==> src/rtl/cpu_pkg.sv <==
// Shared CPU-side types and widths for the data_out capture path.
`default_nettype none

package cpu_pkg;

   localparam int DATA_W    = 8;
   localparam int OVF_CNT_W = 16;

   typedef logic [DATA_W-1:0] byte_t;

endpackage : cpu_pkg

`default_nettype wire

==> src/rtl/fifo_sync.sv <==
// Single-clock FIFO with occupancy count and full/empty flags; clr empties it synchronously.
`default_nettype none

module fifo_sync #(
   parameter int DEPTH = 16,
   parameter int WIDTH = 8
) (
   input  logic                       clk,
   input  logic                       rst,
   input  logic                       clr,
   input  logic                       push,
   input  logic                       pop,
   input  logic [WIDTH-1:0]           din,
   output logic [WIDTH-1:0]           dout,
   output logic [$clog2(DEPTH):0]     count,
   output logic                       full,
   output logic                       empty
);

   localparam int AW = $clog2(DEPTH);
   localparam int CW = AW + 1;

   logic [WIDTH-1:0] mem_q [DEPTH];
   logic [AW-1:0]    wr_ptr_q;
   logic [AW-1:0]    rd_ptr_q;
   logic [CW-1:0]    count_q;
   logic [CW-1:0]    count_d;

   always_comb begin
      count_d = count_q;
      if (push && !pop) begin
         count_d = count_q + 1'b1;
      end else if (pop && !push) begin
         count_d = count_q - 1'b1;
      end
   end

   always_ff @(posedge clk or negedge rst) begin
      if (!rst) begin
         wr_ptr_q <= '0;
         rd_ptr_q <= '0;
         count_q  <= '0;
      end else if (clr) begin
         wr_ptr_q <= '0;
         rd_ptr_q <= '0;
         count_q  <= '0;
      end else begin
         if (push) begin
            wr_ptr_q <= wr_ptr_q + 1'b1;
         end
         if (pop) begin
            rd_ptr_q <= rd_ptr_q + 1'b1;
         end
         count_q <= count_d;
      end
   end

   // Storage is not reset; dout is forced to zero while empty so stale entries never show.
   always_ff @(posedge clk) begin
      if (push && !clr) begin
         mem_q[wr_ptr_q] <= din;
      end
   end

   assign full  = (count_q == CW'(DEPTH));
   assign empty = (count_q == '0);
   assign count = count_q;
   assign dout  = empty ? '0 : mem_q[rd_ptr_q];

endmodule : fifo_sync

`default_nettype wire

==> src/rtl/data_out_capture.sv <==
// Captures each change of the CPU data_out bus into a FIFO drained over valid/ready.
// Optional OUTCAP_OVF_CNT_EN adds a saturating 16-bit dropped-push counter port ovf_cnt.
`default_nettype none

module data_out_capture
   import cpu_pkg::*;
#(
   parameter int DATA_W = cpu_pkg::DATA_W,
   parameter int DEPTH  = 16
) (
   input  logic                    clk,
   input  logic                    rst,
   input  logic                    en,
   input  logic                    clr,
   input  logic [DATA_W-1:0]       data_in,
   output logic                    out_valid,
   input  logic                    out_ready,
   output logic [DATA_W-1:0]       out_data,
   output logic [$clog2(DEPTH):0]  count,
   output logic                    full,
   output logic                    empty,
   output logic                    overflow
`ifdef OUTCAP_OVF_CNT_EN
   ,
   output logic [OVF_CNT_W-1:0]    ovf_cnt
`endif
);

   logic [DATA_W-1:0] last_q;
   logic              last_vld_q;
   logic              overflow_q;
   logic              push_req;
   logic              pop;
   logic              fifo_push;
   logic              drop;

   assign push_req  = en & (!last_vld_q | (data_in != last_q));
   assign out_valid = !empty;
   assign pop       = out_valid & out_ready;
   // At full, a push is only accepted when the head leaves in the same cycle.
   assign fifo_push = push_req & (!full | pop);
   assign drop      = push_req & full & !pop;

   always_ff @(posedge clk or negedge rst) begin
      if (!rst) begin
         last_q     <= '0;
         last_vld_q <= 1'b0;
         overflow_q <= 1'b0;
      end else if (clr) begin
         last_q     <= '0;
         last_vld_q <= 1'b0;
         overflow_q <= 1'b0;
      end else begin
         if (en) begin
            last_q     <= data_in;
            last_vld_q <= 1'b1;
         end else begin
            last_vld_q <= 1'b0;
         end
         if (drop) begin
            overflow_q <= 1'b1;
         end
      end
   end

   assign overflow = overflow_q;

`ifdef OUTCAP_OVF_CNT_EN
   logic [OVF_CNT_W-1:0] ovf_cnt_q;

   always_ff @(posedge clk or negedge rst) begin
      if (!rst) begin
         ovf_cnt_q <= '0;
      end else if (clr) begin
         ovf_cnt_q <= '0;
      end else if (drop && (ovf_cnt_q != '1)) begin
         ovf_cnt_q <= ovf_cnt_q + 1'b1;
      end
   end

   assign ovf_cnt = ovf_cnt_q;
`endif

   fifo_sync #(
      .DEPTH (DEPTH),
      .WIDTH (DATA_W)
   ) u_fifo (
      .clk   (clk),
      .rst   (rst),
      .clr   (clr),
      .push  (fifo_push),
      .pop   (pop),
      .din   (data_in),
      .dout  (out_data),
      .count (count),
      .full  (full),
      .empty (empty)
   );

endmodule : data_out_capture

`default_nettype wire

==> config.mk <==
export PLATFORM = sky130hd
export DESIGN_NAME = data_out_capture
export DESIGN_NICKNAME = d
export VERILOG_FILES = /design/src/rtl/cpu_pkg.sv /design/src/rtl/fifo_sync.sv /design/src/rtl/data_out_capture.sv
export SDC_FILE = /design/constraint.sdc
export NUM_CORES = 1
export LEC_CHECK = 0
export ABC_CLOCK_PERIOD_IN_PS = 3190
export CAP_MARGIN = 10
export CORE_MARGIN = 3
export CORE_UTILIZATION = 58
export DETAILED_ROUTE_END_ITERATION = 10
export PLACE_DENSITY = 0.76
export SLEW_MARGIN = 15
export SYNTH_ARGS = -nofsm -noshare
export SYNTH_HDL_FRONTEND = slang
export SYNTH_SLANG_ARGS = --single-unit
==> constraint.sdc <==
create_clock -name clk -period 3.19 [get_ports clk]
set_input_delay 0.957 -clock clk [delete_from_list [all_inputs] [get_ports clk]]
set_output_delay 0.957 -clock clk [all_outputs]
set_load 0.1 [all_outputs]
Word level (Yosys, flattened, before mapping). Memory sizes are Yosys's and may differ from the RTL's. Index checks and enable logic that the tools add are counted.

Reductions and logical operators: 15. Mux-type cells: 16. $add $sub $neg: 4. Bitwise gates (word level): 7. Equality and inequality tests: 2.

Operators with widths (count): $mux W8 (3); $mux W4 (4); $mux W5 (3); $add A4 B1 Y4 const B (2); $ne A8 B8 Y1 (1); $reduce_bool A2 Y1 (4); $logic_not A1 Y1 (6); $mux W1 (6); $add A5 B1 Y5 const B (1); $and A1 B1 Y1 (5); $eq A5 B5 Y1 const B (1); $logic_not A5 Y1 (1); $sub A5 B1 Y5 const B (1); $logic_and A1 B1 Y1 (3); $reduce_bool A3 Y1 (1); $or A1 B1 Y1 (2).

RAM bits: 128. Bits of input ports: 13. Output and inout bits: 17. Bits in registers: 23. Memories: 1. Word-level logic and storage cells: 51.

Memory list: u_fifo.mem_q (depth 16, bits a word 8, read ports 1, clocked after memory_dff 0, write ports 1, RTL line fifo_sync.sv:23) `logic [WIDTH-1:0] mem_q [DEPTH];`.

Logic depth before layout (Yosys ltp).
Word-level depth: 10. Depth in mapped cells: 11. Mapped depth without buffers: 10.

Modules after synthesis. From an unflattened synthesis, not the netlist that was laid out.

Cell total of the unflattened synthesis: 363. Area total of the unflattened synthesis: 6374.9 µm².

Modules (own cells, without submodules): fifo_sync (seq. area each 4169.0 µm², area an instance 5873.1 µm², instances 1, cells an instance 316); data_out_capture (seq. area each 250.2 µm², area an instance 501.7 µm², instances 1, cells an instance 47).

Worst setup path before layout. No wires, ideal clock.

Kind: reg-to-output. Start: reg u_fifo.count_q[0], in the netlist u_fifo.count[0]. End: out empty. Arrival time: 2914 ps. Path buffers: 0. Path slack: -681 ps. Cell stages (with the launch flop): 4. Required time: 2233 ps. Cell sequence: dfrtp_1 nor4_4 nand2_1 inv_1.

Word-level cells in the longest chain between the ends: 1.

RTL lines: start, declared (RTL line fifo_sync.sv:26) `logic [CW-1:0] count_q;`; start signal, assigned (RTL line fifo_sync.sv:54) `count_q <= count_d;`; $logic_not A5 Y1 (RTL line fifo_sync.sv:66) `assign empty = (count_q == '0);`; end, declared (RTL line data_out_capture.sv:21) `output logic empty,`.

Every way passes these cells.

Worst setup path after layout.
Start: reg u_fifo.rd_ptr_q[0]. End: out out_data[4].

Word-level cells in the longest chain between the ends: 2.

RTL lines: start, declared (RTL line fifo_sync.sv:25) `logic [AW-1:0] rd_ptr_q;`; start signal, assigned (RTL line fifo_sync.sv:52) `rd_ptr_q <= rd_ptr_q + 1'b1;`; $mem_v2 Z16 W8; $mux W8 (RTL line fifo_sync.sv:68) `assign dout = empty ? '0 : mem_q[rd_ptr_q];`; end, declared (RTL line data_out_capture.sv:18) `output logic [DATA_W-1:0] out_data,`.

Every way passes these cells.

==> run summary <==
RSZ-0062 raised after global routing = true
Synth Flop Type = edfxtp_1
post-synth top area share = 61.15%
Longest Clk Path Bufs = 2
Post-synth EDFFs = 128
Vias/cell = 6.025
ant diodes = 0
cell taking the most area after synthesis = edfxtp_1
Pins Over Slew Limit = 0
Die H = 110.1 µm
Mapped Nets = 366
outcome = finished with violations
I/O Pins = 30
Max-slew headroom = 39.57%
CTS Buf Count = 17
asr flop ratio synth = 15.23%
core area = 0.01042 mm²
Cell Area, Synth = 0.006286 mm²
Worst EP required = 2230 ps
H-tree depth = 4
Seq/Total Area, Yosys = 70.30%
fillers = 631
drt first pass iters = 4
warnings from Yosys = 0
final setup vio count = 8
share of cells above drive strength 1 = 32.78%
site row count = 37
Hold WC Path Type = flip-flop to flip-flop
Post-Syn Instances = 343
die area = 0.01212 mm²
Setup crit end kind = output pin
slowest stage cell, crit path = mux4_2
Worst-Margin Slew = 903.1 ps
Final #Nets = 431
#FFs+latches synth = 151
failing checks = negative setup slack
crit path max fanout = 16
largest net degree at the start of global routing = 36
pre-CTS setup slack = -513.9 ps
syn avg cell area = 18.33 µm²
Critical Path, Cell by Cell = buf_12, mux4_2, mux4_2, and2_4, buf_12
Avg WL per Cell = 23.50 µm
Initial Utilization = 60.35%
Routed WL = 13090 µm
antenna violations before repair = 0
top-count cell post-synth = edfxtp_1
final hold violations = 0
Netlist cell types = 34
Root Buffer = clkbuf_8
min Tclk post-route = 3526 ps
RD Place Congestion = 0.8045
Final WS setup = -336.4 ps
cell area after layout = 0.007690 mm²
final setup skew = 7.853 ps
max_cap viols = 0
Iter 0 DRT Violations = 241
Post-DP HPWL = 8145 µm
Die X = 110.1 µm
Crit Path Category = flip-flop to output pin
f_max = 0.2836 GHz
top cells by area, synth = edfxtp_1 (61%), mux4_2 (14%), dfrtp_1 (9.2%)
Worst Path Arrival = 2570 ps
Leakage = 2.704 nW
fin crit share = 110.5%
GRT overflow = 0
CTS tree = built
placed cell area = 0.007042 mm²
Area growth, synth to finish = 22.33%
Overall Global Routing Usage = 24.39%
vias in the first global route = 3649
DRC errors left = 0
Final ANT Viol Nets = 0
Startpoint Class = flip-flop
critical path's largest stage delay = 570 ps
I/O Buffers = 29
first-pass GRT wire length = 20750 µm
Clock Sinks = 151
Peak supply drop = 1.106 mV
Synth top cells by count = edfxtp_1 (128), mux4_2 (40), nor2_1 (40)
worst skew pair latency = 520 ps
routed vias = 3356
FF-to-FF setup slack = 220 ps
Worst-path clk slew = 60 ps
PwrDens = 925.9 mW/mm²
critical path: cells and delay by family (launching register included):
| family | cells | cell delay [ps] |
|---|---|---|
| multiplexers | 2 | 1050 |
| AND/OR/NAND/NOR | 1 | 180 |
| flip-flops | 1 | 440 |
| buffers and inverters | 2 | 360 |
stage by stage:
step	hold WS [ps]	utilization, %	cells	total power, mW	setup TNS (ps)
global placement	486.8	67.60	524	4.971	-18350
finish	511.3	73.83	557	7.120	-2541
floorplan	507.8	-	343	4.147	0
CTS	521.3	73.65	557	7.146	-2898
detailed placement	507.0	67.60	524	5.018	-23560
global route	542.2	73.83	557	7.370	-3248
layer usage:
layer | wire length, µm | track usage (%) | vias to the layer above
met1 | 5223 | 31.30 | 1749
li1 | - | - | 1476
met3 | 770 | 7.513 | 18
met4 | 229 | 9.675 | 0
met2 | 6864 | 39.38 | 113
met5 | 0 | 0 | -
where the power goes:
part / switching [mW] / leakage (nW) / internal (mW)
combinational: 1.64 / 0.959 / 1.12
clock: 0.763 / 0.293 / 1.29
sequential: 0.0834 / 1.45 / 2.21
sequential cells by signal, indices dropped and copies added (netlist names):
register         flops
u_fifo.wr_ptr_q      4
overflow             1
u_fifo.rd_ptr_q      4
last_q               8
last_vld_q           1
u_fifo.count         5
u_fifo.mem_q       128
area by class of cell:
| class | instances | area, µm² | share of cell area, % |
|---|---|---|---|
| flip-flops and latches | 151 | 4427 | 57.57 |
| multi-input cells | 171 | 1805 | 23.48 |
| repair buffers | 61 | 650.6 | 8.461 |
| clock buffers | 21 | 439.2 | 5.711 |
| clock inverters | 11 | 171.4 | 2.229 |
| well taps | 136 | 170.2 | 2.213 |
| inverters | 6 | 26.28 | 0.3417 |
cell families (layout without fill, tap and decap cells):
family | after synthesis | after routing | share of synthesized area (%)
XOR/XNOR | 17 | 17 | 2.369
AND/OR/NAND/NOR | 76 | 76 | 5.693
adder cells (fa/ha/maj) | 10 | 10 | 2.110
flip-flops | 151 | 151 | 70.30
multiplexers | 53 | 53 | 16.40
AO/OA/AOI/OAI | 15 | 15 | 1.672
buffers and inverters | 21 | 99 | 1.453
layout by cell type (no fill, tap or decap), types with 6 or more instances in the layout:
| cell | count |
|---|---|
| and2_4 | 8 |
| buf_12 | 12 |
| buf_4 | 35 |
| clkbuf_16 | 16 |
| clkdlybuf4s50_1 | 10 |
| dfrtp_1 | 17 |
| dfrtp_2 | 6 |
| edfxtp_1 | 128 |
| ha_1 | 9 |
| mux2i_1 | 13 |
| mux4_2 | 40 |
| nand2_1 | 9 |
| nand3_1 | 6 |
| nor2_1 | 40 |
| xnor2_1 | 11 |
| xor2_1 | 6 |
path summary, 6_finish.rpt:
kind | from | end | cells past startpoint
min reg2reg | overflow | overflow | 2
min in group asynchronous | rst | u_fifo.rd_ptr_q[2] | 2
max | u_fifo.rd_ptr_q[0] | out_data[4] | 5
min | overflow | overflow | 2
max reg2reg | u_fifo.count[2] | u_fifo.count[4] | 10
max in group asynchronous | rst | u_fifo.count[1] | 2
what timing repair did:
| action | in CTS | in global routing |
|---|---|---|
| hold buffers | 0 | 0 |
| gates resized for setup | 7 | 7 |
| endpoints found under the setup margin | 8 | 10 |
| pin swaps | 0 | 3 |
| hold endpoints to repair | 0 | 0 |
| buffers inserted | 1 | 0 |
No activity file was read; power rests on OpenSTA's default activity.
